<file path="src/rtl/spectrum_uart_tx.sv">
// spectrum_uart_tx: 8N1 serial transmitter for spectrum frames.
// Each frame is SYNC_BYTE followed by FRAME_LEN data bytes.
module spectrum_uart_tx #(
    parameter int         CLKS_PER_BIT = 16,
    parameter int         FRAME_LEN    = 8,
    parameter logic [7:0] SYNC_BYTE    = 8'hA5,
    parameter int         GAP_CYCLES   = 2
) (
    input  logic       clk,
    input  logic       rst_n,
    input  logic       enable,
    input  logic [7:0] data,
    output logic       tx,
    output logic       busy,
    output logic       frame_done
);

    // The baud counter also times GAP, so size it for the larger of the two.
    localparam int MAXC = (CLKS_PER_BIT > GAP_CYCLES) ? CLKS_PER_BIT : GAP_CYCLES;
    localparam int CW   = (MAXC > 1) ? $clog2(MAXC) : 1;
    localparam int BW   = (FRAME_LEN > 1) ? $clog2(FRAME_LEN) : 1;

    localparam logic [CW-1:0] BAUD_LAST = CW'(CLKS_PER_BIT - 1);
    localparam logic [CW-1:0] GAP_LAST  = CW'(GAP_CYCLES - 1);
    localparam logic [BW-1:0] CNT_LAST  = BW'(FRAME_LEN - 1);

    localparam logic [2:0] S_IDLE  = 3'd0;
    localparam logic [2:0] S_START = 3'd1;
    localparam logic [2:0] S_DATA  = 3'd2;
    localparam logic [2:0] S_STOP  = 3'd3;
    localparam logic [2:0] S_GAP   = 3'd4;

    logic [2:0]    state;
    logic [CW-1:0] baud_cnt;
    logic [2:0]    bit_idx;
    logic [7:0]    shift;
    logic [BW-1:0] byte_cnt;
    logic          is_sync;
    logic          baud_last;

    assign baud_last = (baud_cnt == BAUD_LAST);

    // Frame sequencer: all outputs are registered, and the shift byte is
    // only written when a byte is latched (IDLE start or after a sync byte).
    always_ff @(posedge clk or negedge rst_n) begin
        if (!rst_n) begin
            state      <= S_IDLE;
            baud_cnt   <= '0;
            bit_idx    <= '0;
            shift      <= '0;
            byte_cnt   <= '0;
            is_sync    <= 1'b0;
            tx         <= 1'b1;
            busy       <= 1'b0;
            frame_done <= 1'b0;
        end else begin
            frame_done <= 1'b0;
            case (state)
                S_IDLE: begin
                    if (enable) begin
                        state    <= S_START;
                        busy     <= 1'b1;
                        tx       <= 1'b0;
                        baud_cnt <= '0;
                        if (byte_cnt == '0) begin
                            shift   <= SYNC_BYTE;
                            is_sync <= 1'b1;
                        end else begin
                            shift   <= data;
                            is_sync <= 1'b0;
                        end
                    end
                end
                S_START: begin
                    if (baud_last) begin
                        state    <= S_DATA;
                        baud_cnt <= '0;
                        bit_idx  <= '0;
                        tx       <= shift[0];
                    end else begin
                        baud_cnt <= baud_cnt + CW'(1);
                    end
                end
                S_DATA: begin
                    if (baud_last) begin
                        baud_cnt <= '0;
                        if (bit_idx == 3'd7) begin
                            state <= S_STOP;
                            tx    <= 1'b1;
                        end else begin
                            bit_idx <= bit_idx + 3'd1;
                            tx      <= shift[bit_idx + 3'd1];
                        end
                    end else begin
                        baud_cnt <= baud_cnt + CW'(1);
                    end
                end
                S_STOP: begin
                    if (baud_last) begin
                        baud_cnt <= '0;
                        if (is_sync) begin
                            // Sync and its data byte go out back to back.
                            shift   <= data;
                            is_sync <= 1'b0;
                            state   <= S_START;
                            tx      <= 1'b0;
                        end else begin
                            busy  <= 1'b0;
                            state <= S_GAP;
                            if (byte_cnt == CNT_LAST) begin
                                byte_cnt   <= '0;
                                frame_done <= 1'b1;
                            end else begin
                                byte_cnt <= byte_cnt + BW'(1);
                            end
                        end
                    end else begin
                        baud_cnt <= baud_cnt + CW'(1);
                    end
                end
                S_GAP: begin
                    // Gives upstream time to present the next byte.
                    if (baud_cnt == GAP_LAST) begin
                        state    <= S_IDLE;
                        baud_cnt <= '0;
                    end else begin
                        baud_cnt <= baud_cnt + CW'(1);
                    end
                end
                default: begin
                    state    <= S_IDLE;
                    baud_cnt <= '0;
                    tx       <= 1'b1;
                    busy     <= 1'b0;
                end
            endcase
        end
    end

endmodule

</file>
<file path="config.mk">
export PLATFORM = sky130hd
export DESIGN_NAME = spectrum_uart_tx
export DESIGN_NICKNAME = d
export VERILOG_FILES = /design/src/rtl/spectrum_uart_tx.sv
export SDC_FILE = /design/constraint.sdc
export NUM_CORES = 1
export LEC_CHECK = 0
export ABC_AREA = 1
export CORE_MARGIN = 2
export CORE_UTILIZATION = 40
export CTS_BUF_LIST = sky130_fd_sc_hd__clkbuf_8
export DETAILED_ROUTE_END_ITERATION = 10
export PLACE_DENSITY_LB_ADDON = 0.25
export SYNTH_ARGS = -nofsm -noshare
export SYNTH_HDL_FRONTEND = slang
export SYNTH_SLANG_ARGS = --single-unit
</file>
<file path="constraint.sdc">
create_clock -name clk -period 2.5 [get_ports clk]
set_clock_uncertainty 0.1 [all_clocks]
set_input_delay 0.5 -clock clk [delete_from_list [all_inputs] [get_ports clk]]
set_output_delay 0.5 -clock clk [all_outputs]
set_load 0.005 [all_outputs]
</file>
## Yosys cells after proc, flatten, opt, wreduce, memory -nomap -nowiden

Cells that the tools add are included.

| word-level totals | value |
|---|---|
| bits in registers | 25 |
| bits in latches | 0 |
| RAM bits | 0 |
| memory bits (read-only) | 0 |
| input port bits | 11 |
| output and inout port bits | 3 |
| logic and storage cells | 89 |
| memories | 0 |

| operators by class | value |
|---|---|
| $add $sub $neg | 3 |
| $mul | 0 |
| div/mod/pow operators | 0 |
| magnitude comparators | 1 |
| equal/unequal tests | 17 |
| shifts and indexed selects | 0 |
| mux-type cells | 43 |
| bitwise gates (word level) | 3 |
| reduce and logical (&&, ||, !) cells | 13 |

Operator list:

| cell | count |
|---|---|
| $mux W3 | 11 |
| $mux W8 | 4 |
| $ne A2 B2 Y1 const B | 9 |
| $mux W1 | 17 |
| $pmux W8 S2 | 1 |
| $pmux W3 S5 | 1 |
| $mux W4 | 3 |
| $pmux W4 S3 | 1 |
| $reduce_and A4 Y1 | 3 |
| $reduce_and A6 Y1 | 2 |
| $eq A3 B3 Y1 const B | 3 |
| $add A3 B1 Y3 const B | 2 |
| $eq A3 B2 Y1 const B | 2 |
| $logic_not A3 Y1 | 2 |
| $pmux W3 S2 | 1 |
| $reduce_and A3 Y1 | 2 |
| $reduce_or A3 Y1 | 2 |
| $pmux W1 S5 | 1 |
| $add A4 B1 Y4 const B | 1 |
| $eq A4 B1 Y1 const B | 1 |
| $eq A4 B4 Y1 const B | 1 |
| $lt A3 B4 Y1 const B | 1 |
| $reduce_bool A2 Y1 | 2 |
| $bmux W1 S3 | 1 |
| other kinds (4) | 6 |

## Depth between registers and ports, before layout

Gate-level depths: netlist (run 1).

| depth | value |
|---|---|
| depth after elaboration | 6 |
| gate-level depth with buffers | 9 |
| gate-level depth less buffers | 9 |

## Least setup slack after synthesis (run 1)

OpenSTA, ideal clock, no wires.

| path | value |
|---|---|
| kind | reg-to-reg |
| start | register baud_cnt[0] |
| end | register shift[1] |
| library setup time | 0.118 ns |
| arrival time | 1.257 ns |
| data required time | 2.282 ns |
| slack | 1.025 ns |
| stages on the path, launching flop included | 9 |
| path buffers | 0 |
| period minus slack after synthesis | 1.475 ns |
| cell sequence | dfrtp_1 -> ha_1 -> nand3_2 -> nand2_1 -> o21ai_4 -> nor2_8 -> inv_4 -> nand2_1 -> nand2_1 |

| on the way | value |
|---|---|
| word-level cells in the longest chain between the ends | 3 |

RTL lines:

| item | RTL line | text |
|---|---|---|
| from (decl) | 34 | `logic [CW-1:0] baud_cnt;` |
| from (signal assigned) | 81 | `baud_cnt <= baud_cnt + CW'(1);` |
| from (signal assigned) | 95 | `baud_cnt <= baud_cnt + CW'(1);` |
| from (signal assigned) | 118 | `baud_cnt <= baud_cnt + CW'(1);` |
| $eq A4 B4 Y1 | 41 | `assign baud_last = (baud_cnt == BAUD_LAST);` |
| $ne A2 B2 Y1 (no line) | -- |  |
| $reduce_and A4 Y1 (no line) | -- |  |
| to (signal assigned) | 69 | `shift <= data;` |
| to (signal assigned) | 103 | `shift <= data;` |
| to (decl) | 36 | `logic [7:0] shift;` |

Every way passes these cells.
A chain may end at the register's enable or synchronous reset.

## Final worst setup path (run 1)

| path | value |
|---|---|
| start | register tx |
| end | output port tx |

RTL lines:

| item | RTL line | text |
|---|---|---|
| from (decl) | 13 | `output logic tx,` |
| from (signal assigned) | 79 | `tx <= shift[0];` |
| from (signal assigned) | 92 | `tx <= shift[bit_idx + 3'd1];` |

No word-level cell between the ends.

==> tab_implementation.tex, run 1 <==
\begin{tabular}{lr}
\hline
Metric & Value \\
\hline
\multicolumn{2}{l}{\textbf{Clock network}} \\
\quad Cell at the root of the clock tree & sky130\_fd\_sc\_hd\_\_clkbuf\_8 \\
\quad CTS tree & built \\
\quad \# hold bufs at CTS & 0 \\
\quad Buffers inserted by post-CTS timing repair & 0 \\
\quad Register clock-pin slew on the reported worst setup and hold paths & approximately 90 ps \\
\quad CTS max path bufs & 2 \\
\quad Number of buffers added by the clock tree synthesis step & 3 \\
\quad Number of clock sinks & 25 \\
\quad Number of instances resized during post-cts repair & 0 \\
\quad Number of levels the H-tree was split into & 1 \\
\quad Skew-Pair Late Insertion Delay & roughly 280 ps \\
\multicolumn{2}{l}{\textbf{Critical path}} \\
\quad Signal arrival time at the worst endpoint & about 1300 ps \\
\quad Worst R2R Path Depth & 8 \\
\quad Critical Path Stages & 1 \\
\quad Crit path cell chain & clkdlybuf4s50\_1 \\
\quad Endpoint of the lowest-slack register-to-register path & shift[3]\$\_DFFE\_PN0P\_ \\
\quad Critical path buffers and inverters & 1 \\
\quad Largest delay share family, worst path & flip-flops \\
\quad Setup slack of the worst register-to-register path & roughly 830 ps \\
\quad WS Path Type & flip-flop to output port \\
\quad Worst Setup EP & tx \\
\quad Required time of the worst setup path & between 1500 and 2000 ps \\
\quad Worst setup startpoint & tx\$\_DFFE\_PN1P\_ \\
\quad Startpoint of the most critical register-to-register path & baud\_cnt[0]\$\_DFFE\_PN0N\_ \\
\quad CP max-delay cell & sky130\_fd\_sc\_hd\_\_dfstp\_2 \\
\quad Startpoint types & flip-flop \\
\quad Worst-path fanout max & 2 \\
\quad Peak per-stage delay on the critical path & about 540 ps \\
\quad Critical Path Sink Type & output port \\
\multicolumn{2}{l}{\textbf{Synthesis}} \\
\quad Largest family of logic cells by synthesized area & simple AND/OR/NAND/NOR gates \\
\quad Fraction of the mapped netlist area in simple logic gates & 0.298 \\
\quad Distinct cell type count of the synthesized netlist & 24 \\
\quad Share of synthesized area spent on multiplexers & 0 \\
\quad Syn\_nets & 194 \\
\quad Count of state elements after synthesis & 25 \\
\quad Gate Count Post-Synth & approximately 180 \\
\quad Synth warn & 0 \\
\quad Syn avg cell area & between 8 and 9 sq um \\
\quad Synth Area in Compound Gates & 0.118 \\
\quad Synthesized area & roughly 1400 sq um \\
\quad Proportion of synthesized chip area in sequential cells & 0.445 \\
\quad Synth Area in XOR/XNOR & 0.00622 \\
\quad Post-synthesis share of cell area spent on full adders, half adders and majority gates & 0.0622 \\
\multicolumn{2}{l}{\textbf{Global routing}} \\
\quad Pin count of the biggest net entering global routing & 26 \\
\quad Vias in the first global route & about 1100 \\
\quad All-layer global routing usage & 0.151 \\
\quad GRT met3 Usage & 0.0268 \\
\quad Initial antenna violation count & 0 \\
\quad Busiest grt layer & met2 \\
\quad Total grt overflow & 0 \\
\quad Global-route wire length before repair & $\sim$4700 um \\
\quad Routing usage on met2 & 0.245 \\
\quad Routing usage on met1 & 0.190 \\
\multicolumn{2}{l}{\textbf{Placement}} \\
\quad Placed standard-cell area & between 1500 and 2000 sq um \\
\quad Placed cell count & 236 \\
\quad HPWL after detailed placement & around 2100 um \\
\quad Number of port buffers & 13 \\
\quad Final weighted congestion of routability-driven global placement & 0.845 \\
\multicolumn{2}{l}{\textbf{STA}} \\
\quad Setup repair after global routing missed its margin & no \\
\quad Crit path time final & between 1500 and 2000 ps \\
\quad Setup TNS Final & 0 ps \\
\quad Slew headroom & 0.781 \\
\quad Hold Vio Cnt, Final & 0 \\
\quad Max Transition Viols Final & 0 \\
\quad Final critical-path share of the clock period & 0.761 \\
\quad Total of endpoints with negative setup slack in the final report & 0 \\
\quad Maximum clock frequency & about 530 MHz \\
\quad Measured slew at the worst slew-check pin & between 300 and 400 ps \\
\multicolumn{2}{l}{\textbf{Floorplan}} \\
\quad Initial core utilization & 0.419 \\
\quad Die width & between 60 and 70 um \\
\quad Number of ports placed on the die boundary & 14 \\
\quad Total die area & 4010 sq um \\
\quad Std cell rows & 21 \\
\quad Core Area & $\sim$3400 sq um \\
\quad Chip height & approximately 63 um \\
\multicolumn{2}{l}{\textbf{Layout}} \\
\quad Fraction of final layout cells sized beyond drive strength 1 & 0.124 \\
\quad Post-layout nets & 213 \\
\quad Area of all placed cells without fillers & 1650 sq um \\
\quad Number of filler cells placed in the layout & between 300 and 400 \\
\quad Antenna cell count & 0 \\
\quad Final cell count without fillers & 240 \\
\quad Area delta synth->final & 17.3\% \\
\multicolumn{2}{l}{\textbf{Routing}} \\
\quad Via count & between 1000 and 1500 \\
\quad Post-Route WL & around 2800 um \\
\quad Residual DRC & 0 \\
\quad Remaining antenna violation count after routing & 0 \\
\quad Average wire length per cell after detail routing & $\sim$12 um \\
\quad Vias per std cell & 5.00 \\
\quad First-pass iteration count of the detailed router & 4 \\
\quad DRT iter0 DRCs & 57 \\
\multicolumn{2}{l}{\textbf{Run}} \\
\quad Max-capacitance violation count & 0 \\
\multicolumn{2}{l}{\textbf{Min path}} \\
\quad Hold Path Class & flip-flop to flip-flop \\
\multicolumn{2}{l}{\textbf{Pwr}} \\
\quad Leakage power figure & $\sim$0.8 nW \\
\quad Worst ir drop on vdd & $\sim$0.5 mV \\
\quad Power Dens Cells & 1050 nW/um\^{}2 \\
\multicolumn{2}{l}{\textbf{Run status}} \\
\quad Run status & complete, no violations \\
\hline
\end{tabular}
## cells by family after synthesis
family	after synthesis
xor+xnor	1
buf+inv	25
flops	25
fa+ha+maj	7
simple gates	88
compound gates	30
## flip-flops by register name, indices dropped and copies added, names as in the netlist
register	flops
baud_cnt	4
bit_idx	3
busy	1
byte_cnt	3
frame_done	1
is_sync	1
shift	8
state	3
tx	1
## worst min-delay path by stage
stage | startpoint | to | slack [ps] | depth (start not counted)
3_5_place_dp | shift[3]$_DFFE_PN0P_ | shift[3]$_DFFE_PN0P_ | 380 | 2
5_1_grt | bit_idx[1]$_DFFE_PN0P_ | bit_idx[1]$_DFFE_PN0P_ | 430 | 2
4_1_cts | shift[3]$_DFFE_PN0P_ | shift[3]$_DFFE_PN0P_ | 400 | 2
3_3_place_gp | shift[2]$_DFFE_PN0P_ | shift[2]$_DFFE_PN0P_ | 370 | 2
2_1_floorplan | rst_n | baud_cnt[0]$_DFFE_PN0N_ | 100 | 0
6_report | busy$_DFFE_PN0P_ | busy$_DFFE_PN0P_ | 400 | 2
## cell usage in the layout, fill, tap and decap left out
master and n:
sky130_fd_sc_hd__dfstp_2 1, sky130_fd_sc_hd__clkdlybuf4s50_1 13, sky130_fd_sc_hd__clkbuf_8 3, sky130_fd_sc_hd__clkinvlp_4 1, sky130_fd_sc_hd__nand3b_1 1, sky130_fd_sc_hd__nand3_1 17, sky130_fd_sc_hd__o21ai_0 17, sky130_fd_sc_hd__nand2_1 48
sky130_fd_sc_hd__nand2_4 1, sky130_fd_sc_hd__o21ai_1 5, sky130_fd_sc_hd__nor3b_1 1, sky130_fd_sc_hd__o22ai_1 1, sky130_fd_sc_hd__nor2_1 9, sky130_fd_sc_hd__a21oi_1 5, sky130_fd_sc_hd__inv_1 21, sky130_fd_sc_hd__a21oi_2 1
sky130_fd_sc_hd__o21ai_4 1, sky130_fd_sc_hd__nor2_2 4, sky130_fd_sc_hd__nand2_2 3, sky130_fd_sc_hd__nor2_4 1, sky130_fd_sc_hd__nand3_2 2, sky130_fd_sc_hd__dfrtp_1 24, sky130_fd_sc_hd__buf_4 1, sky130_fd_sc_hd__xor2_1 1
sky130_fd_sc_hd__inv_2 2, sky130_fd_sc_hd__nor2_8 1, sky130_fd_sc_hd__inv_4 2, sky130_fd_sc_hd__ha_1 7
## stage by stage
| step | worst slack [ps] | util | hold slack (ps) | total power [mW] |
|---|---|---|---|---|
| after floorplan | 1020 | - | 104 | 1.28 |
| after global placement | 701 | 0.477 | 369 | 1.47 |
| after detailed placement | 659 | 0.477 | 375 | 1.49 |
| after CTS | 579 | 0.491 | 401 | 1.75 |
| after global routing | 550 | 0.491 | 434 | 1.90 |
| final | 598 | 0.491 | 405 | 1.73 |
## routing by layer
metal  share of wire  vias to the layer above
li1                -                      597
met4           0.020                        0
met2            0.47                       24
met5               0                        -
met1            0.47                      573
met3           0.040                        5
## final cells by class
cell class / instances / area [sq um] / area share
clock buffer: 3 / 41.3 / 0.0250
clock inverter: 1 / 7.51 / 0.00454
inverter: 25 / 98.8 / 0.0598
multi-input combinational: 126 / 683 / 0.413
sequential: 25 / 627 / 0.379
tap: 46 / 57.6 / 0.0348
timing repair buffer: 14 / 138 / 0.0833
## synth_stat cells
| cell type | count | area [sq um] |
|---|---|---|
| sky130_fd_sc_hd__inv_2 | 2 | 7.51 |
| sky130_fd_sc_hd__inv_1 | 21 | 78.8 |
| sky130_fd_sc_hd__o21ai_4 | 1 | 16.3 |
| sky130_fd_sc_hd__nand3b_1 | 1 | 7.51 |
| sky130_fd_sc_hd__nor2_1 | 9 | 33.8 |
| sky130_fd_sc_hd__a21oi_2 | 1 | 8.76 |
| sky130_fd_sc_hd__o21ai_0 | 17 | 85.1 |
| sky130_fd_sc_hd__o21ai_1 | 5 | 25.0 |
| sky130_fd_sc_hd__nand2_1 | 48 | 180 |
| sky130_fd_sc_hd__o22ai_1 | 1 | 6.26 |
| sky130_fd_sc_hd__nor2_8 | 1 | 20.0 |
| sky130_fd_sc_hd__nand2_4 | 1 | 11.3 |
| sky130_fd_sc_hd__dfstp_2 | 1 | 26.3 |
| sky130_fd_sc_hd__dfrtp_1 | 24 | 601 |
| sky130_fd_sc_hd__xor2_1 | 1 | 8.76 |
| sky130_fd_sc_hd__a21oi_1 | 5 | 25.0 |
| sky130_fd_sc_hd__nand3_2 | 2 | 20.0 |
| sky130_fd_sc_hd__nor2_2 | 4 | 25.0 |
| sky130_fd_sc_hd__nor2_4 | 1 | 11.3 |
| sky130_fd_sc_hd__nand3_1 | 17 | 85.1 |
| sky130_fd_sc_hd__ha_1 | 7 | 87.6 |
| sky130_fd_sc_hd__nor3b_1 | 1 | 7.51 |
| sky130_fd_sc_hd__inv_4 | 2 | 12.5 |
| sky130_fd_sc_hd__nand2_2 | 3 | 18.8 |
## report_power, final
part	leakage, nW	internal, mW	switching [mW]	total (mW)
clock network	0.0217	0.113	0.136	0.249
registers	0.322	0.553	0.117	0.670
logic	0.464	0.310	0.504	0.815
total	0.808	0.977	0.757	1.73
Note: power is estimated with default switching activity, not from simulation.
==> run 2, diff against run 1 <==
Clock period 2.5 ns to 1.9 ns, I/O delays scaled along.
==> results of run 2 <==
Same layout as run 1 (identical final DEF). Status: complete, no violations.
Main changes from that run: setup slack after placement 659 ps -> 179 ps; setup slack after layout 598 ps -> 118 ps; hold slack 405 ps -> 354 ps; register-to-register setup slack 830 ps -> 230 ps; total power 1.73 mW -> 2.28 mW; worst IR drop on VDD 0.500 mV -> 0.658 mV
